File: src/rtl/carregador_instrucao.sv
// Instruction RAM loader: assembles a byte stream (MSB first) into 32-bit words and writes
// them from address 0 until a HALT word or a full RAM. Optional CHECKSUM_EN adds a trailing sum byte.
module carregador_instrucao #(
  parameter int unsigned ADDR_W  = 12,
  parameter int unsigned DEPTH   = 512,
  parameter logic [4:0]  HALT_OP = 5'd21
) (
  input  logic              CLOCK,
  input  logic              RESET,
  input  logic              START,
  input  logic              BYTE_VALID,
  input  logic [7:0]        BYTE_DATA,
  output logic              BYTE_READY,
  output logic              WR_EN,
  output logic [ADDR_W-1:0] WR_ADDR,
  output logic [31:0]       WR_DATA,
  output logic [ADDR_W-1:0] WORD_COUNT,
  output logic              BUSY,
  output logic              DONE,
  output logic              ERRO,
  output logic              CPU_HOLD
);

  localparam logic [2:0] S_IDLE  = 3'd0;
  localparam logic [2:0] S_RECV  = 3'd1;
  localparam logic [2:0] S_WRITE = 3'd2;
  localparam logic [2:0] S_FIM   = 3'd3;
  localparam logic [2:0] S_ERR   = 3'd4;
`ifdef CHECKSUM_EN
  localparam logic [2:0] S_CHK   = 3'd5;
  logic [7:0]  r_sum;
`endif

  logic [2:0]        r_state;
  logic [1:0]        r_idx;
  logic [23:0]       r_asm;
  logic              r_ready;
  logic              r_wr_en;
  logic [ADDR_W-1:0] r_wr_addr;
  logic [31:0]       r_wr_data;
  logic [ADDR_W-1:0] r_count;
  logic              r_busy;
  logic              r_done;
  logic              r_erro;
  logic              w_xfer;

  assign w_xfer = BYTE_VALID && r_ready;

  always_ff @(posedge CLOCK) begin
    if (!RESET) begin
      r_state   <= S_IDLE;
      r_idx     <= 2'd0;
      r_asm     <= 24'd0;
      r_ready   <= 1'b0;
      r_wr_en   <= 1'b0;
      r_wr_addr <= '0;
      r_wr_data <= 32'd0;
      r_count   <= '0;
      r_busy    <= 1'b0;
      r_done    <= 1'b0;
      r_erro    <= 1'b0;
`ifdef CHECKSUM_EN
      r_sum     <= 8'd0;
`endif
    end else begin
      r_wr_en <= 1'b0;
      case (r_state)
        S_IDLE, S_FIM, S_ERR: begin
          if (START) begin
            r_state   <= S_RECV;
            r_wr_addr <= '0;
            r_count   <= '0;
            r_idx     <= 2'd0;
            r_done    <= 1'b0;
            r_erro    <= 1'b0;
            r_busy    <= 1'b1;
            r_ready   <= 1'b1;
`ifdef CHECKSUM_EN
            r_sum     <= 8'd0;
`endif
          end
        end
        S_RECV: begin
          if (w_xfer) begin
            r_idx <= r_idx + 2'd1;
`ifdef CHECKSUM_EN
            r_sum <= r_sum + BYTE_DATA;
`endif
            case (r_idx)
              2'd0: r_asm[23:16] <= BYTE_DATA;
              2'd1: r_asm[15:8]  <= BYTE_DATA;
              2'd2: r_asm[7:0]   <= BYTE_DATA;
              default: begin
                // Fourth byte goes straight into the output word; WR_EN follows next cycle.
                r_wr_data <= {r_asm, BYTE_DATA};
                r_wr_en   <= 1'b1;
                r_ready   <= 1'b0;
                r_state   <= S_WRITE;
              end
            endcase
          end
        end
        S_WRITE: begin
          r_count <= r_count + ADDR_W'(1);
          if (r_wr_data[31:27] == HALT_OP) begin
`ifdef CHECKSUM_EN
            r_state <= S_CHK;
            r_ready <= 1'b1;
`else
            r_state <= S_FIM;
            r_busy  <= 1'b0;
            r_done  <= 1'b1;
`endif
          end else if (r_wr_addr == ADDR_W'(DEPTH - 1)) begin
            r_state <= S_ERR;
            r_busy  <= 1'b0;
            r_erro  <= 1'b1;
          end else begin
            r_wr_addr <= r_wr_addr + ADDR_W'(1);
            r_ready   <= 1'b1;
            r_state   <= S_RECV;
          end
        end
`ifdef CHECKSUM_EN
        S_CHK: begin
          if (w_xfer) begin
            r_ready <= 1'b0;
            r_busy  <= 1'b0;
            if (BYTE_DATA == r_sum) begin
              r_state <= S_FIM;
              r_done  <= 1'b1;
            end else begin
              r_state <= S_ERR;
              r_erro  <= 1'b1;
            end
          end
        end
`endif
        default: begin
          r_state <= S_IDLE;
          r_ready <= 1'b0;
          r_busy  <= 1'b0;
        end
      endcase
    end
  end

  assign BYTE_READY = r_ready;
  assign WR_EN      = r_wr_en;
  assign WR_ADDR    = r_wr_addr;
  assign WR_DATA    = r_wr_data;
  assign WORD_COUNT = r_count;
  assign BUSY       = r_busy;
  assign DONE       = r_done;
  assign ERRO       = r_erro;
  assign CPU_HOLD   = r_busy;

endmodule

File: config.mk
export PLATFORM = sky130hd
export DESIGN_NAME = carregador_instrucao
export DESIGN_NICKNAME = d
export VERILOG_FILES = /design/src/rtl/carregador_instrucao.sv
export SDC_FILE = /design/constraint.sdc
export NUM_CORES = 1
export LEC_CHECK = 0
export CORE_ASPECT_RATIO = 0.8
export CORE_MARGIN = 2
export CORE_UTILIZATION = 52
export DETAILED_ROUTE_END_ITERATION = 7
export PLACE_DENSITY = 0.8
export SLEW_MARGIN = 40
export SYNTH_ARGS = -nofsm -noshare
export SYNTH_HDL_FRONTEND = slang
export SYNTH_SLANG_ARGS = --single-unit
File: constraint.sdc
create_clock -name CLOCK -period 2.51 [get_ports CLOCK]
set_clock_uncertainty 0.2 [all_clocks]
set_input_delay 0.502 -clock CLOCK [delete_from_list [all_inputs] [get_ports CLOCK]]
set_output_delay 0.502 -clock CLOCK [all_outputs]
set_load 0.02 [all_outputs]
==> run metrics, run 1 <==
Max stage delay on crit path=660 ps; Bufs and invs on worst path=1; most common cell after layout, fill and taps aside=dfxtp_1; DR vias=3531; post-cts sizing count=0; number of max-cap violations=0; CTS H-Tree Depth=3; Fin. Hold Viols=0; Final Cycle Share=0.884; switch share=0.240; Worst Hold Slack=255 ps; syn nets=473; CP cell instances=clkdlybuf4s50_1; Synth area leaders=dfxtp_1, nand2_1, mux2i_1; reg-to-reg slack, setup=320 ps; Total GRT Usage=0.244; 1st-iter DRT viols=266; P per Cell Area=532 nW/um^2; setup tns final=0 ps; Crit. End Element=primary output; Critical Path RT=1810 ps; RSZ-0062 raised after global routing=no; Max Fanout on Critical Path=8; logic gate share of total power=0.052; DR pass1 iterations=5; first-pass GRT wire length=15.7 mm; CTS Sinks=90; most frequent cells in the layout=dfxtp_1, nand2_1, clkdlybuf4s50_1; Peak VDD IR=0.298 mV; # DRC=0; # diodes=0; Clk pin slew, worst setup/hold paths=90 ps; Primary FF master, synth=dfxtp_1; fill count=613; sequential area share after synthesis=0.469; Arr. time, crit path=1520 ps; P&R area growth vs syn=28.1%; Lkg Pwr=1.84 nW; total core area=7290 um^2; Achievable Freq=0.451 GHz; CTS tree=built; number of flops mapped to enable cells by yosys=0; Async SR Flop Fraction=0; # rows=28; antenna violations before repair=0; number of setup buffers added after CTS=0; Syn Area/Cell=8.44 um^2; largest net degree at the start of global routing=50; Max clock buf depth=2; I/O pin count=74; cell-internal power=1.99 mW; grt ovf=0; final setup violation count=0; Yosys top cell by area=dfxtp_1; startpoint class of the critical path=flip-flop; hold_buf cts=0; cells after synthesis=455; Synth cell types=51; final net count=545; Seq cells post-synth=90; root buffer cell=clkbuf_8; die width=100 um; Post-Syn Area=3840 um^2; Initial Util=0.527; Final Instance Area=4920 um^2; Slew @ Worst Pin=511 ps; Net Switching=629 uW; Placed Area=4710 um^2; vias in the first global route=3151; routed len/inst=15.4 um; Die Y=80.9 um; post-DP HPWL=6.61 mm; clock share of power=0.398; outcome=finished, final reports clean; gpl congestion=0.906; Ys Warns=0; via density per instance=5.68; worst-skew pair later-pin latency=360 ps; Antenna Violating Nets Remaining=0; layout cells sized above 1=0.0789; CP max-delay cell=clkdlybuf4s50_1; Max-slew headroom=0.659; post-synth top area share=0.469; crit path kind=reg2out; Buffers on Ports=73; Seq pwr share=0.550; WL final=9.58 mm; Min-Delay Path Class=reg2reg; CP top delay family=buffers and inverters; Final Slew Violations=0; crit path time final=2220 ps; total CTS buffers=9; Die ar.=8100 um^2; Power Total=2.62 mW
## power by group through the flow
stage | logic, mW | registers, mW | clock network, mW
4_1_cts | 0.134 | 1.44 | 1.06
3_3_place_gp | 0.130 | 1.47 | 0
6_report | 0.135 | 1.44 | 1.04
5_1_grt | 0.145 | 1.44 | 1.13
2_1_floorplan | 0.0683 | 1.48 | 0
3_5_place_dp | 0.133 | 1.47 | 0
## final timing paths
path	start	to	depth (start not counted)
worst max register to register	WR_ADDR[0]	BYTE_READY	5
worst min-delay path	r_asm[1]	WR_DATA[9]	2
worst min register to register	r_asm[1]	WR_DATA[9]	2
worst max-delay path	WR_ADDR[7]	WR_ADDR[7]	1
## through the flow
step,util,std cells,setup slack [ps]
3_3_place_gp,0.646,606,140
4_1_cts,0.675,622,288
6_report,0.675,622,291
5_1_grt,0.675,622,175
2_1_floorplan,-,455,321
3_5_place_dp,0.646,606,99.9
## cells by family after synthesis
kind of cell	Yosys count	synth area share
AND/OR/NAND/NOR	206	0.255
XOR/XNOR	1	0.00228
AO/OA/AOI/OAI	93	0.152
buffers and inverters	34	0.0371
adder cells (fa/ha/maj)	6	0.0195
multiplexers	25	0.0651
flip-flops	90	0.469
## synth_stat cells, drive strengths merged, types with 6 or more instances
library cell / count
dfxtp: 90
nand2: 87
a21oi: 47
nor2: 38
mux2i: 25
clkbuf: 24
nand3: 22
nand4: 14
o21ai: 12
a31oi: 6
and3: 6
buf: 6
ha: 6
nor3: 6
## per-layer routing
metal  vias to the layer above  wire (um)  GRT usage
met5                         -          0          0
met4                         0         23     0.0562
met3                         6        523     0.0594
met2                       100       4390      0.375
met1                      1662       4640      0.348
li1                       1763          -          -
## registers in the layout, summed over array words and instances (netlist names)
| signal | cells |
|---|---|
| DONE | 1 |
| WR_EN | 1 |
| WR_DATA | 32 |
| r_idx | 2 |
| r_asm | 24 |
| ERRO | 1 |
| BUSY | 1 |
| BYTE_READY | 1 |
| r_state | 3 |
| WR_ADDR | 12 |
| WORD_COUNT | 12 |
## cell type report
class	count	area, um^2	share of cell area
clock buffers	10	138	0.0280
clock inverters	6	72.6	0.0147
inverters	4	15.0	0.00305
multi-input cells	331	1900	0.387
flip-flops and latches	90	1800	0.366
well taps	90	113	0.0229
repair buffers	91	878	0.178
Note: power is estimated with default switching activity, not from simulation.
==> run 2, diff against run 1 <==
CORE_UTILIZATION = 62   (was 52)
DONT_BUFFER_PORTS = 1   (was not set)
PLACE_DENSITY = 0.78   (was 0.8)
==> run metrics, run 2 (synthesized netlist as in run 1, its figures left out) <==
Crit. End Element=flip-flop; Clk pin slew, worst setup/hold paths=90 ps; max reg flops=32; Initial Util=0.647; CP endpoint=WR_ADDR[10]; grt ovf=0; most common cell after layout, fill and taps aside=dfxtp_1; crit path kind=reg2reg; Max clock buf depth=2; DR vias=3279; launch point of the critical path=r_state[1]; Min-Delay Path Class=in2reg; total CTS buffers=9; routed len/inst=16.9 um; Die Y=74.4 um; Total GRT Usage=0.269; Buffers on Ports=0; FF-to-FF End=WR_ADDR[10]; post-cts sizing count=0; RSZ-0062 raised after global routing=no; largest net degree at the start of global routing=53; Antenna Violating Nets Remaining=0; post-DP HPWL=6.33 mm; # rows=25; fill count=518; WL final=9.10 mm; # diodes=0; total core area=5940 um^2; # DRC=0; Final Slew Violations=0; final setup violation count=0; I/O pin count=74; Fin. Hold Viols=0; Critical Path RT=2620 ps; number of max-cap violations=0; Max Fanout on Critical Path=11; hold_buf cts=0; CTS H-Tree Depth=3; Worst Hold Slack=64.3 ps; R2R cell count=4; startpoint class of the critical path=flip-flop; CP top delay family=simple AND/OR/NAND/NOR gates; Max-slew headroom=0.578; CP cell instances=or3b_1 -> a211oi_4 -> or4b_1 -> nand3_1; crit path time final=2240 ps; Max stage delay on crit path=520 ps; reg-to-reg slack, setup=270 ps; worst-skew pair later-pin latency=370 ps; Lkg Pwr=1.56 nW; Levels on crit path=4; Achievable Freq=0.446 GHz; Final Cycle Share=0.893; Power Total=2.44 mW; root buffer cell=clkbuf_8; most frequent cells in the layout=dfxtp_1, nand2_1, a21oi_1; CTS tree=built; Die ar.=6850 um^2; setup tns final=0 ps; gpl congestion=0.898; P per Cell Area=592 nW/um^2; final net count=470; CP max-delay cell=or3b_1; 1st-iter DRT viols=276; outcome=finished, final reports clean; via density per instance=6.09; DR pass1 iterations=4; Peak VDD IR=0.445 mV; Slew @ Worst Pin=625 ps; CTS Sinks=90; worst r2r src=r_state[1]; Bufs and invs on worst path=0; layout cells sized above 1=0.0875; first-pass GRT wire length=14.4 mm; number of setup buffers added after CTS=0; antenna violations before repair=0; vias in the first global route=2946; Arr. time, crit path=2350 ps; P&R area growth vs syn=7.39%; die width=92.0 um
-- run 2: cell types whose count changed in the layout (fill, tap and decap cells not counted), sizes merged --
cell | previous run | this run
buf | 18 | 16
inv | 7 | 6
clkinv | 2 | 3
clkdlybuf4s50 | 73 | 0
bufinv | 1 | 0
clkinvlp | 0 | 1
-- run 2: worst register-to-register path, cell delays in order, from the launching register on --
cell and delay, ps:
dfxtp_1 500, or3b_1 530, a211oi_4 400, or4b_1 480
nand3_1 80
-- run 2: per-layer routing --
layer | routed length (um) | GRT usage
met5 | 0 | 0
met4 | 65 | 0.0647
met3 | 917 | 0.0993
met2 | 4040 | 0.420
met1 | 4070 | 0.361
-- run 2: where the power goes --
group	total [mW]	internal (mW)	switching [mW]	leakage, nW
Combinational	0.0722	0.0211	0.0511	0.746
Clock	0.918	0.395	0.523	0.0933
Sequential	1.45	1.43	0.0180	0.726
-- run 2: cell type report --
type / instances / area, um^2 / share of cell area
Timing Repair Buffer: 16 / 120 / 0.0291
Tap cell: 81 / 101 / 0.0246
Clock inverter: 6 / 47.5 / 0.0115
Sequential cell: 90 / 1800 / 0.437
Clock buffer: 10 / 138 / 0.0334
Inverter: 4 / 15.0 / 0.00364
Multi-Input combinational cell: 331 / 1900 / 0.461
-- run 2: stage by stage --
stage / util / setup slack, ps / cell area [um^2] / std cells
CTS: 0.694 / 309 / 4130 / 538
global route: 0.694 / 202 / 4130 / 538
finish: 0.694 / 269 / 4130 / 538
global placement: 0.663 / 362 / 3940 / 522
floorplan: - / 321 / 3840 / 455
detailed placement: 0.663 / 329 / 3940 / 522
-- run 2: worst min path at each step --
stage | startpoint | cells past startpoint | to | slack, ps
after global routing | RESET | 1 | WORD_COUNT[7] | 60
after global placement | r_asm[6] | 2 | WR_DATA[14] | 240
after CTS | RESET | 1 | WORD_COUNT[7] | 50
after floorplan | r_asm[2] | 2 | WR_DATA[10] | 230
final | BYTE_DATA[3] | 2 | WR_DATA[3] | 60
after detailed placement | r_asm[14] | 2 | WR_DATA[22] | 250
==> run 3, diff against run 2 <==
CORE_MARGIN = not set   (was 2)
CORE_UTILIZATION = 67   (was 62)
PLACE_DENSITY = 0.82   (was 0.78)
clock period = 2.6 ns   (was 2.51 ns; I/O delays follow)
==> run metrics, run 3 (synthesized netlist as in run 1, its figures left out) <==
outcome=finished, final reports clean; storage element area=1800 um^2; CTS H-Tree Depth=3; 1st-iter DRT viols=343; fill count=423; Fin. Hold Viols=0; CP max-delay cell=or3b_1; layout cells sized above 1=0.0815; # rows=24; count of non-filler cells in the finished layout=532; Peak VDD IR=0.595 mV; Max stage delay on crit path=550 ps; Die Y=69.7 um; Clk pin slew, worst setup/hold paths=100 ps; Total GRT Usage=0.320; Die ar.=6040 um^2; Initial Util=0.699; post-cts sizing count=0; CTS tree=built; Final Cycle Share=0.870; # diodes=0; DR pass1 iterations=5; startpoint class of the critical path=flip-flop; multi-input logic area=1900 um^2; CTS Sinks=90; final setup violation count=0; P&R area growth vs syn=6.90%; setup tns final=0 ps; final net count=467; worst-skew pair later-pin latency=370 ps; DR vias=3392; launch point of the critical path=r_state[1]; Worst Hold Slack=71.6 ps; root buffer cell=clkbuf_8; Lkg Pwr=1.56 nW; post-DP HPWL=6.34 mm; vias in the first global route=3023; total core area=5500 um^2; most frequent cells in the layout=dfxtp_1, nand2_1, a21oi_1; RSZ-0062 raised after global routing=no; Placed Area=3920 um^2; number of max-cap violations=0; die width=86.7 um; Buffers on Ports=0; crit path time final=2260 ps; Antenna Violating Nets Remaining=0; first-pass GRT wire length=14.9 mm; max reg flops=32; number of setup buffers added after CTS=0; I/O pin count=74; antenna violations before repair=0; worst r2r src=r_state[1]; Achievable Freq=0.442 GHz; grt ovf=0; Final Slew Violations=0; Max clock buf depth=2; Max Fanout on Critical Path=11; Slew @ Worst Pin=594 ps; routed len/inst=17.6 um; total CTS buffers=9; hold_buf cts=0; Max-slew headroom=0.599; CP cell instances=or3b_1 -> a211oi_4 -> or4b_1 -> nand3_1; P per Cell Area=588 nW/um^2; Power Total=2.41 mW; Crit. End Element=flip-flop; Critical Path RT=2710 ps; via density per instance=6.38; # DRC=0; placed insts=516; Final Instance Area=4110 um^2; most common cell after layout, fill and taps aside=dfxtp_1; Min-Delay Path Class=in2reg; largest net degree at the start of global routing=37; gpl congestion=0.859; crit path kind=reg2reg; hold path start=RESET; WL final=9.38 mm; Arr. time, crit path=2370 ps
## run 3: cell types whose count changed in the layout (fill, tap and decap cells not counted), sizes merged
| cell | delta |
|---|---|
| clkinvlp | -1 |
| clkinv | -2 |
| inv | +3 |
| buf | -3 |
## run 3: path summary, 6_finish.rpt
| path | to | slack [ps] | depth (start not counted) |
|---|---|---|---|
| worst min-delay path | WORD_COUNT[7] | 70 | 1 |
| worst max-delay path | WR_ADDR[10] | 340 | 4 |
| worst min register to register | WR_DATA[17] | 260 | 2 |
| worst max register to register | WR_ADDR[10] | 340 | 4 |
## run 3: per-stage QoR
| stage | util | setup slack (ps) |
|---|---|---|
| after global placement | 0.712 | 475 |
| after CTS | 0.747 | 372 |
| after floorplan | - | 411 |
| final | 0.747 | 338 |
| after global routing | 0.747 | 251 |
| after detailed placement | 0.712 | 406 |
## run 3: power breakdown
part / internal [mW] / switching [mW] / total, mW
combinational: 0.0204 / 0.0507 / 0.0711
sequential: 1.39 / 0.0176 / 1.40
clock: 0.396 / 0.545 / 0.941
total: 1.80 / 0.613 / 2.41
## run 3: area by class of cell
type,count,area share
Timing Repair Buffer,13,0.0238
Clock inverter,6,0.0134
Sequential cell,90,0.439
Inverter,4,0.00366
Tap cell,78,0.0238
Multi-Input combinational cell,331,0.463
Clock buffer,10,0.0335
## run 3: worst max-delay path, delay by kind of cell, from the launching register on
| family | cells | cell delay, ps |
|---|---|---|
| AO/OA/AOI/OAI | 1 | 400 |
| flip-flops | 1 | 510 |
| AND/OR/NAND/NOR | 3 | 1090 |
## run 3: routing by layer
metal / track usage / vias up / wire, um
li1: - / 1597 / -
met1: 0.432 / 1596 / 4030
met2: 0.485 / 181 / 4270
met3: 0.106 / 18 / 927
met4: 0.104 / 0 / 153
met5: 0 / - / 0
